`config.mk`:
```
export PLATFORM = sky130hd
export DESIGN_NAME = uart_tx_arb
export DESIGN_NICKNAME = d
export VERILOG_FILES = /design/src/rtl/uart_pkg.sv /design/src/rtl/uart_rr_pick.sv /design/src/rtl/uart_tx_arb.sv
export SDC_FILE = /design/constraint.sdc
export NUM_CORES = 1
export LEC_CHECK = 0
export CAP_MARGIN = 20
export CORE_MARGIN = 2
export CORE_UTILIZATION = 30
export DETAILED_ROUTE_END_ITERATION = 16
export PLACE_DENSITY = 0.66
export SLEW_MARGIN = 20
export SYNTH_ARGS = -nofsm -noshare
export SYNTH_HDL_FRONTEND = slang
export SYNTH_SLANG_ARGS = --single-unit
export TNS_END_PERCENT = 50
```
`constraint.sdc`:
```
create_clock -name clk -period 6.6 [get_ports clk]
set_clock_uncertainty 0.1 [all_clocks]
set_input_delay 1.65 -clock clk [delete_from_list [all_inputs] [get_ports clk]]
set_output_delay 1.65 -clock clk [all_outputs]
set_load 0.02 [all_outputs]
```
`src/rtl/uart_pkg.sv`:
```
// Shared types and constants for the UART TX byte-stream arbiter.
package uart_pkg;

  typedef enum logic {
    ST_IDLE = 1'b0,
    ST_LOCK = 1'b1
  } arb_state_t;

  localparam int IDLE_CNT_W = 16;

  // Index width for a requester count, never below one bit.
  function automatic int idx_width(input int n);
    return (n > 1) ? $clog2(n) : 1;
  endfunction

endpackage

```
`src/rtl/uart_rr_pick.sv`:
```
// Combinational round-robin picker: first eligible index strictly after i_ptr, wrapping.
module uart_rr_pick
  import uart_pkg::*;
#(
  parameter int NUM_p = 4,
  parameter int IW_p  = idx_width(NUM_p)
) (
  input  logic [NUM_p-1:0] i_eligible,
  input  logic [IW_p-1:0]  i_ptr,
  output logic             o_valid,
  output logic [IW_p-1:0]  o_idx
);

  int w_k;

  always_comb begin
    o_valid = 1'b0;
    o_idx   = '0;
    w_k     = 0;
    // Offset 1 first so the requester just served has lowest priority.
    for (int i = 1; i <= NUM_p; i++) begin
      w_k = int'(i_ptr) + i;
      if (w_k >= NUM_p) w_k = w_k - NUM_p;
      if (!o_valid && i_eligible[w_k]) begin
        o_valid = 1'b1;
        o_idx   = w_k[IW_p-1:0];
      end
    end
  end

endmodule

```
`src/rtl/uart_tx_arb.sv`:
```
// Round-robin arbiter granting whole byte messages from several requesters into one UART TX FIFO.
module uart_tx_arb
  import uart_pkg::*;
#(
  parameter int NUM_REQ_p = 4,
  parameter int TIMEOUT_p = 1024,
  localparam int IW       = idx_width(NUM_REQ_p)
) (
  input  logic                   clk,
  input  logic                   rst,
  input  logic [NUM_REQ_p-1:0]   i_req_en,
  input  logic [NUM_REQ_p-1:0]   i_req_valid,
  input  logic [NUM_REQ_p*8-1:0] i_req_data,
  input  logic [NUM_REQ_p-1:0]   i_req_last,
  output logic [NUM_REQ_p-1:0]   o_req_ready,
  input  logic                   i_tx_fifo_full,
  output logic                   o_tx_fifo_wr_en,
  output logic [7:0]             o_tx_fifo_data,
  output logic [IW-1:0]          o_grant_id,
  output logic                   o_busy,
  output logic                   o_timeout
);

  localparam logic [IDLE_CNT_W-1:0] TMO_LAST = IDLE_CNT_W'(TIMEOUT_p - 1);

  arb_state_t            r_state;
  logic [IW-1:0]         r_ptr;
  logic [IW-1:0]         r_grant_id;
  logic [IDLE_CNT_W-1:0] r_idle_cnt;
  logic                  r_timeout;

  logic [NUM_REQ_p-1:0]  w_eligible;
  logic                  w_pick_valid;
  logic [IW-1:0]         w_pick_idx;
  logic                  w_gnt_valid;
  logic                  w_gnt_last;
  logic [7:0]            w_gnt_data;
  logic                  w_lock;
  logic                  w_xfer;

  assign w_eligible = i_req_valid & i_req_en;

  uart_rr_pick #(
    .NUM_p (NUM_REQ_p),
    .IW_p  (IW)
  ) u_pick (
    .i_eligible (w_eligible),
    .i_ptr      (r_ptr),
    .o_valid    (w_pick_valid),
    .o_idx      (w_pick_idx)
  );

  // The enable mask is deliberately absent here: it only gates arbitration.
  assign w_lock      = (r_state == ST_LOCK);
  assign w_gnt_valid = i_req_valid[r_grant_id];
  assign w_gnt_last  = i_req_last[r_grant_id];
  assign w_gnt_data  = i_req_data[{r_grant_id, 3'b000} +: 8];
  assign w_xfer      = w_lock && w_gnt_valid && !i_tx_fifo_full;

  assign o_req_ready     = (w_lock && !i_tx_fifo_full) ? (NUM_REQ_p'(1) << r_grant_id) : '0;
  assign o_tx_fifo_wr_en = w_xfer;
  assign o_tx_fifo_data  = w_xfer ? w_gnt_data : 8'h00;
  assign o_grant_id      = r_grant_id;
  assign o_busy          = w_lock;
  assign o_timeout       = r_timeout;

  always_ff @(posedge clk or posedge rst) begin
    if (rst) begin
      r_state    <= ST_IDLE;
      r_ptr      <= IW'(NUM_REQ_p - 1);
      r_grant_id <= '0;
      r_idle_cnt <= '0;
      r_timeout  <= 1'b0;
    end else begin
      r_timeout <= 1'b0;
      case (r_state)
        ST_IDLE: begin
          if (w_pick_valid) begin
            r_state    <= ST_LOCK;
            r_grant_id <= w_pick_idx;
            r_idle_cnt <= '0;
          end
        end
        ST_LOCK: begin
          if (w_xfer) begin
            r_idle_cnt <= '0;
            if (w_gnt_last) begin
              r_state <= ST_IDLE;
              r_ptr   <= r_grant_id;
            end
          end else if (!w_gnt_valid) begin
            // A FIFO stall with valid high is not idleness; only a silent owner ages.
            if (r_idle_cnt == TMO_LAST) begin
              r_state    <= ST_IDLE;
              r_ptr      <= r_grant_id;
              r_timeout  <= 1'b1;
              r_idle_cnt <= '0;
            end else begin
              r_idle_cnt <= r_idle_cnt + 1'b1;
            end
          end
        end
        default: r_state <= ST_IDLE;
      endcase
    end
  end

endmodule

```
---- Yosys cells after proc, flatten, opt, wreduce, memory -nomap -nowiden ----
Index checks and enable logic that the tools add are counted.
W data, S select, Z words.
storage, ports and cells
  bits in registers ....................... 22
  logic and storage cells ................. 95
cells by class
  add/subtract/negate cells ............... 9
  $lt $le $gt $ge ......................... 9
  eq/ne operators ......................... 5
  shift-type cells ........................ 2
  muxes and demuxes ....................... 49
  bitwise operators ....................... 2
  reduce and logical (&&, ||, !) cells .... 14
operators with widths
  kind                     number
  $ge A32 B4 Y1 const B    4
  $lt A32 B4 Y1 const B    4
  $mux W32                 4
  $sub A32 B4 Y32 const B  4
  $mux W16                 4
  $pmux W16 S2             1
  $shiftx A32 B6 Y8        1
  $mux W1                  23
  $add A16 B1 Y16 const B  1
  $eq A16 B10 Y1 const B   1
  $mux W2                  8
  $bmux W1 S2              6
  $mux W8                  1
  $add A2 B2 Y3 const B    2
  $logic_and A1 B1 Y1      6
  $add A2 B3 Y4 const B    1
  $and A4 B4 Y4            1
  $logic_not A1 Y1         4
  $mux W4                  1
  $ne A2 B1 Y1 const B     2
  $reduce_and A2 Y1        2
  $reduce_and A4 Y1        1
  $shl A1 B2 Y4 const A    1
  $add A2 B1 Y3 const B    1
  other kinds (6)          6

---- Longest topological paths before layout ----
  word-level depth ........................ 18
  gate-level depth with buffers ........... 7

---- By module ----
Synthesis repeated with hierarchy kept, for this count alone.
second synthesis, totals
  cell total of the unflattened synthesis .. 178
  area, all modules ....................... 1,721.7 µm²
modules (own cells, without submodules)
  module        times used  cells an instance  area an instance (µm²)  sequential area each (µm²)
  uart_tx_arb   1           164                1,630.3                 553.0
  uart_rr_pick  1           14                 91.3                    0.0

---- Worst setup path before layout ----
OpenSTA, ideal clock, no wires.
  kind .................................... input to output
  start point ............................. in i_req_valid[3]
  end point ............................... out o_tx_fifo_data[0]
  data arrival time ....................... 2.566 ns
  path slack .............................. 2.284 ns
  cell stages on the path ................. 3
  buffers on the path ..................... 1
  cell sequence ........................... mux4_2 -> buf_2 -> and3_1
between the ends
  cells in the longest elaborated chain, start to end .. 5
RTL lines
  element                            RTL line           text
  from (decl)                        uart_tx_arb.sv:12  input logic [NUM_REQ_p-1:0] i_req_valid,
  $bmux W1 S2                        uart_tx_arb.sv:55  assign w_gnt_valid = i_req_valid[r_grant_id];
  $mux W1 (not written as such)      uart_tx_arb.sv:55
  $logic_and A1 B1 Y1 (2 in series)  uart_tx_arb.sv:58  assign w_xfer = w_lock && w_gnt_valid && !i_tx_fifo_full;
  $mux W8                            uart_tx_arb.sv:62  assign o_tx_fifo_data = w_xfer ? w_gnt_data : 8'h00;
  to (decl)                          uart_tx_arb.sv:18  output logic [7:0] o_tx_fifo_data,
Every way passes these cells. The select of a mux whose other input is x is not followed.

---- Worst setup path after layout ----
  start point ............................. in i_tx_fifo_full
  end point ............................... out o_req_ready[3]
between the ends
  cells in the longest elaborated chain, start to end .. 3
RTL lines
  element              RTL line           text
  from (decl)          uart_tx_arb.sv:16  input logic i_tx_fifo_full,
  $logic_not A1 Y1     uart_tx_arb.sv:60  assign o_req_ready = (w_lock && !i_tx_fifo_full) ? (NUM_REQ_p'(1) << r_grant_id) : '0;
  $logic_and A1 B1 Y1  uart_tx_arb.sv:60
  $mux W4              uart_tx_arb.sv:60
  to (decl)            uart_tx_arb.sv:15  output logic [NUM_REQ_p-1:0] o_req_ready,
Every way passes these cells.

==> summary.txt <==
Synthesis
  • Post-synthesis mux area share: 0.1673
  • Synthesized cell area: 1690 um^2
  • Post-Synth Adder-Cell Area: 0.007402
  • Avg Inst Size Synth: 9.943 um^2
  • Main combinational cell family by area after synthesis: compound AO/OA/AOI/OAI gates
  • Top-count cell post-synth: dfrtp_1
  • Synthesized Nets: 218
  • Post-synthesis register bit count: 22
  • Complex-gate fraction of the synthesized area: 0.2332
  • Register area share after synthesis: 0.3272
  • Largest cells by area after synthesis: dfrtp_1 30%, mux4_2 8.0%, mux4_1 6.2%
  • Post-synthesis xor/xnor area fraction: 0
  • Area leader, netlist: dfrtp_1
  • Most frequent cells after synthesis: 20 x dfrtp_1, 18 x nand2_1, 12 x a31oi_1, 12 x nand3_1
  • Yosys warnings: 0
  • Post-Synth Simple-Gate Area: 0.2265
  • Asr flop ratio synth: 1.000
  • Yosys top cell area share: 0.2961
  • Yosys cell types: 45
  • Synth Flop Type: dfrtp_1
  • Post-Synthesis Cells: 170
  • Number of synthesized flops with an enable pin: 0

Route
  • Initial DRC count: 55
  • Number of remaining DRC errors: 0
  • Post-Route WL: 4469 um
  • Antenna Violating Nets Remaining: 0
  • Wirelength per Cell: 14.80 um
  • First-pass DRT Iterations: 4
  • Post-DR vias/cell: 5.334
  • Vias after detailed routing: 1611

Layout
  • Syn-to-layout area delta: 44.34%
  • Share of layout cells above drive strength 1: 0.1043
  • FF/Latch Area: 553.0 um^2
  • Multi-input gate area: 1072 um^2
  • Final core occ: 0.4458
  • Nets: 279
  • # diodes: 0
  • Filler cells: 543

Floorplanning
  • Core Box Area: 5473 um^2
  • DIE AREA: 6251 um^2
  • Initial Util: 0.3089
  • Chip width: 79.07 um
  • Row cnt: 27
  • Die height: 79.07 um
  • I/O pin total: 64

Clock tree
  • Post-CTS Setup Inserts: 0
  • CTS tree: built
  • CTS max path bufs: 2
  • Htree depth: 1
  • CTS root buffer: clkbuf_8
  • Worst-Skew Late Latency: 0.27 ns
  • Total CTS buffers: 3
  • Clk sinks: 22
  • # resized after CTS: 0
  • CTS hold repair buffers: 0
  • Worst-path clk slew: 0.09 ns

Setup path
  • R2r startpoint: o_grant_id[0]
  • Slowest stage delay, CP: 0.61 ns
  • Crit path launch: i_tx_fifo_full
  • Worst r2r path cells: 4
  • CP max stage cell: clkdlybuf4s50_1
  • Required @ worst endpoint: 4.85 ns
  • CP Class: input port to primary output
  • Worst-path fanout max: 11
  • Flop-to-flop setup slack: 3.91 ns
  • Most used cell, CP: clkdlybuf4s50_1
  • CP Cell Sequence: clkdlybuf4s50_1 -> nor2b_1 -> nand2_1 -> nor2_1 -> clkdlybuf4s50_1
  • Crit start category: input port
  • R2R Path End: r_idle_cnt[5]
  • CP arrival: 3.64 ns
  • Worst Setup End Kind: primary output
  • CP endpoint: o_req_ready[3]

Timing
  • Hold Worst Slack: 0.3870 ns
  • Slew Viols, Final: 0
  • Slew @ Worst Pin: 0.8241 ns
  • Unrepaired setup endpoints after global routing: no
  • Setup TNS: 0 ns
  • Final worst path period share: 0.8171
  • Max Fclk: 0.1854 GHz
  • Endpoints failing setup: 0
  • Min Tclk post-route: 5.393 ns
  • Fin. Hold Viols: 0
  • Max-slew headroom: 0.4500

Power and ir drop
  • P per Cell Area: 308.4 nW/um^2
  • Leakage: 0.9723 nW
  • Peak supply drop: 0.1206 mV

Job
  • Max-cap violations: 0

Placement
  • # port buffers: 63
  • GP Congestion: 0.7447
  • Dpl hpwl: 3366 um

Global route
  • First-pass GRT wire length: 7452 um
  • Number of global-route vias before repair: 1554
  • Initial antenna violation count: 0
  • Pin count of the biggest net entering global routing: 23
  • Gr usage total: 0.1468
  • GRT overflow: 0

Status
  • Status: finished, final reports clean

Hold path
  • Hold WC Path Type: flip-flop to flip-flop
-- state kept, by name, indices dropped and copies added (netlist names) --
register and count:
r_idle_cnt 16, o_grant_id 2, r_ptr 2, o_busy 1, o_timeout 1
-- cell families (layout without fill, tap and decap cells) --
kind of cell,Yosys count,after routing
buffers and inverters,13,73
adder cells (fa/ha/maj),1,1
AO/OA/AOI/OAI,51,51
flip-flops,22,22
multiplexers,14,14
AND/OR/NAND/NOR,69,69
-- where the power goes --
group | internal (mW) | switching [mW] | leakage [nW]
clock network | 0.0811 | 0.0471 | 0.0357
logic | 0.198 | 0.196 | 0.647
registers | 0.163 | 0.0675 | 0.289
total | 0.442 | 0.311 | 0.972
-- area by class of cell --
cell class,instances,share of cell area
sequential,22,0.2267
clock inverter,1,0.01231
clock buffer,3,0.01692
multi-input combinational,135,0.4395
tap,72,0.03692
inverter,6,0.009231
timing repair buffer,63,0.2585
-- placed cells by master (no fill, tap or decap), types with 6 or more instances in the layout --
cell type,n
nand3_1,12
nor2_1,9
o21ai_0,6
mux4_2,6
clkdlybuf4s50_1,63
dfrtp_1,20
nand2_1,18
a31oi_1,12
inv_1,6
and3_1,9
a21oi_1,8
-- through the flow --
stage | cells | area, um^2 | power (mW) | worst slack, ns
after floorplan | 170 | 1690 | 0.5015 | 2.284
after global placement | 298 | 2369 | 0.6254 | 1.244
after detailed placement | 298 | 2369 | 0.6288 | 1.224
after CTS | 302 | 2440 | 0.7583 | 1.225
after global routing | 302 | 2440 | 0.8033 | 1.038
final | 302 | 2440 | 0.7523 | 1.207
-- per-layer routing --
layer  GRT usage  wire length (um)
met1      0.1929              1999
met2      0.2534              2207
met3     0.02614               214
met4     0.03103                48
met5           0                 0
-- worst max-delay path: cells and delay by family --
| kind | cells | cell delay, ns |
|---|---|---|
| simple gates | 3 | 0.86 |
| buf+inv | 2 | 1.13 |
-- how the worst min path moves through the flow --
stage / from / end / slack (ns) / depth (start not counted)
after global routing: r_idle_cnt[6] / r_idle_cnt[6] / 0.44 / 1
after floorplan: r_idle_cnt[6] / r_idle_cnt[6] / 0.35 / 1
after CTS: r_idle_cnt[6] / r_idle_cnt[6] / 0.39 / 1
after global placement: r_idle_cnt[6] / r_idle_cnt[6] / 0.38 / 1
after detailed placement: r_idle_cnt[6] / r_idle_cnt[6] / 0.38 / 1
final: r_idle_cnt[6] / r_idle_cnt[6] / 0.39 / 1
Note: power is estimated with default switching activity, not from simulation.
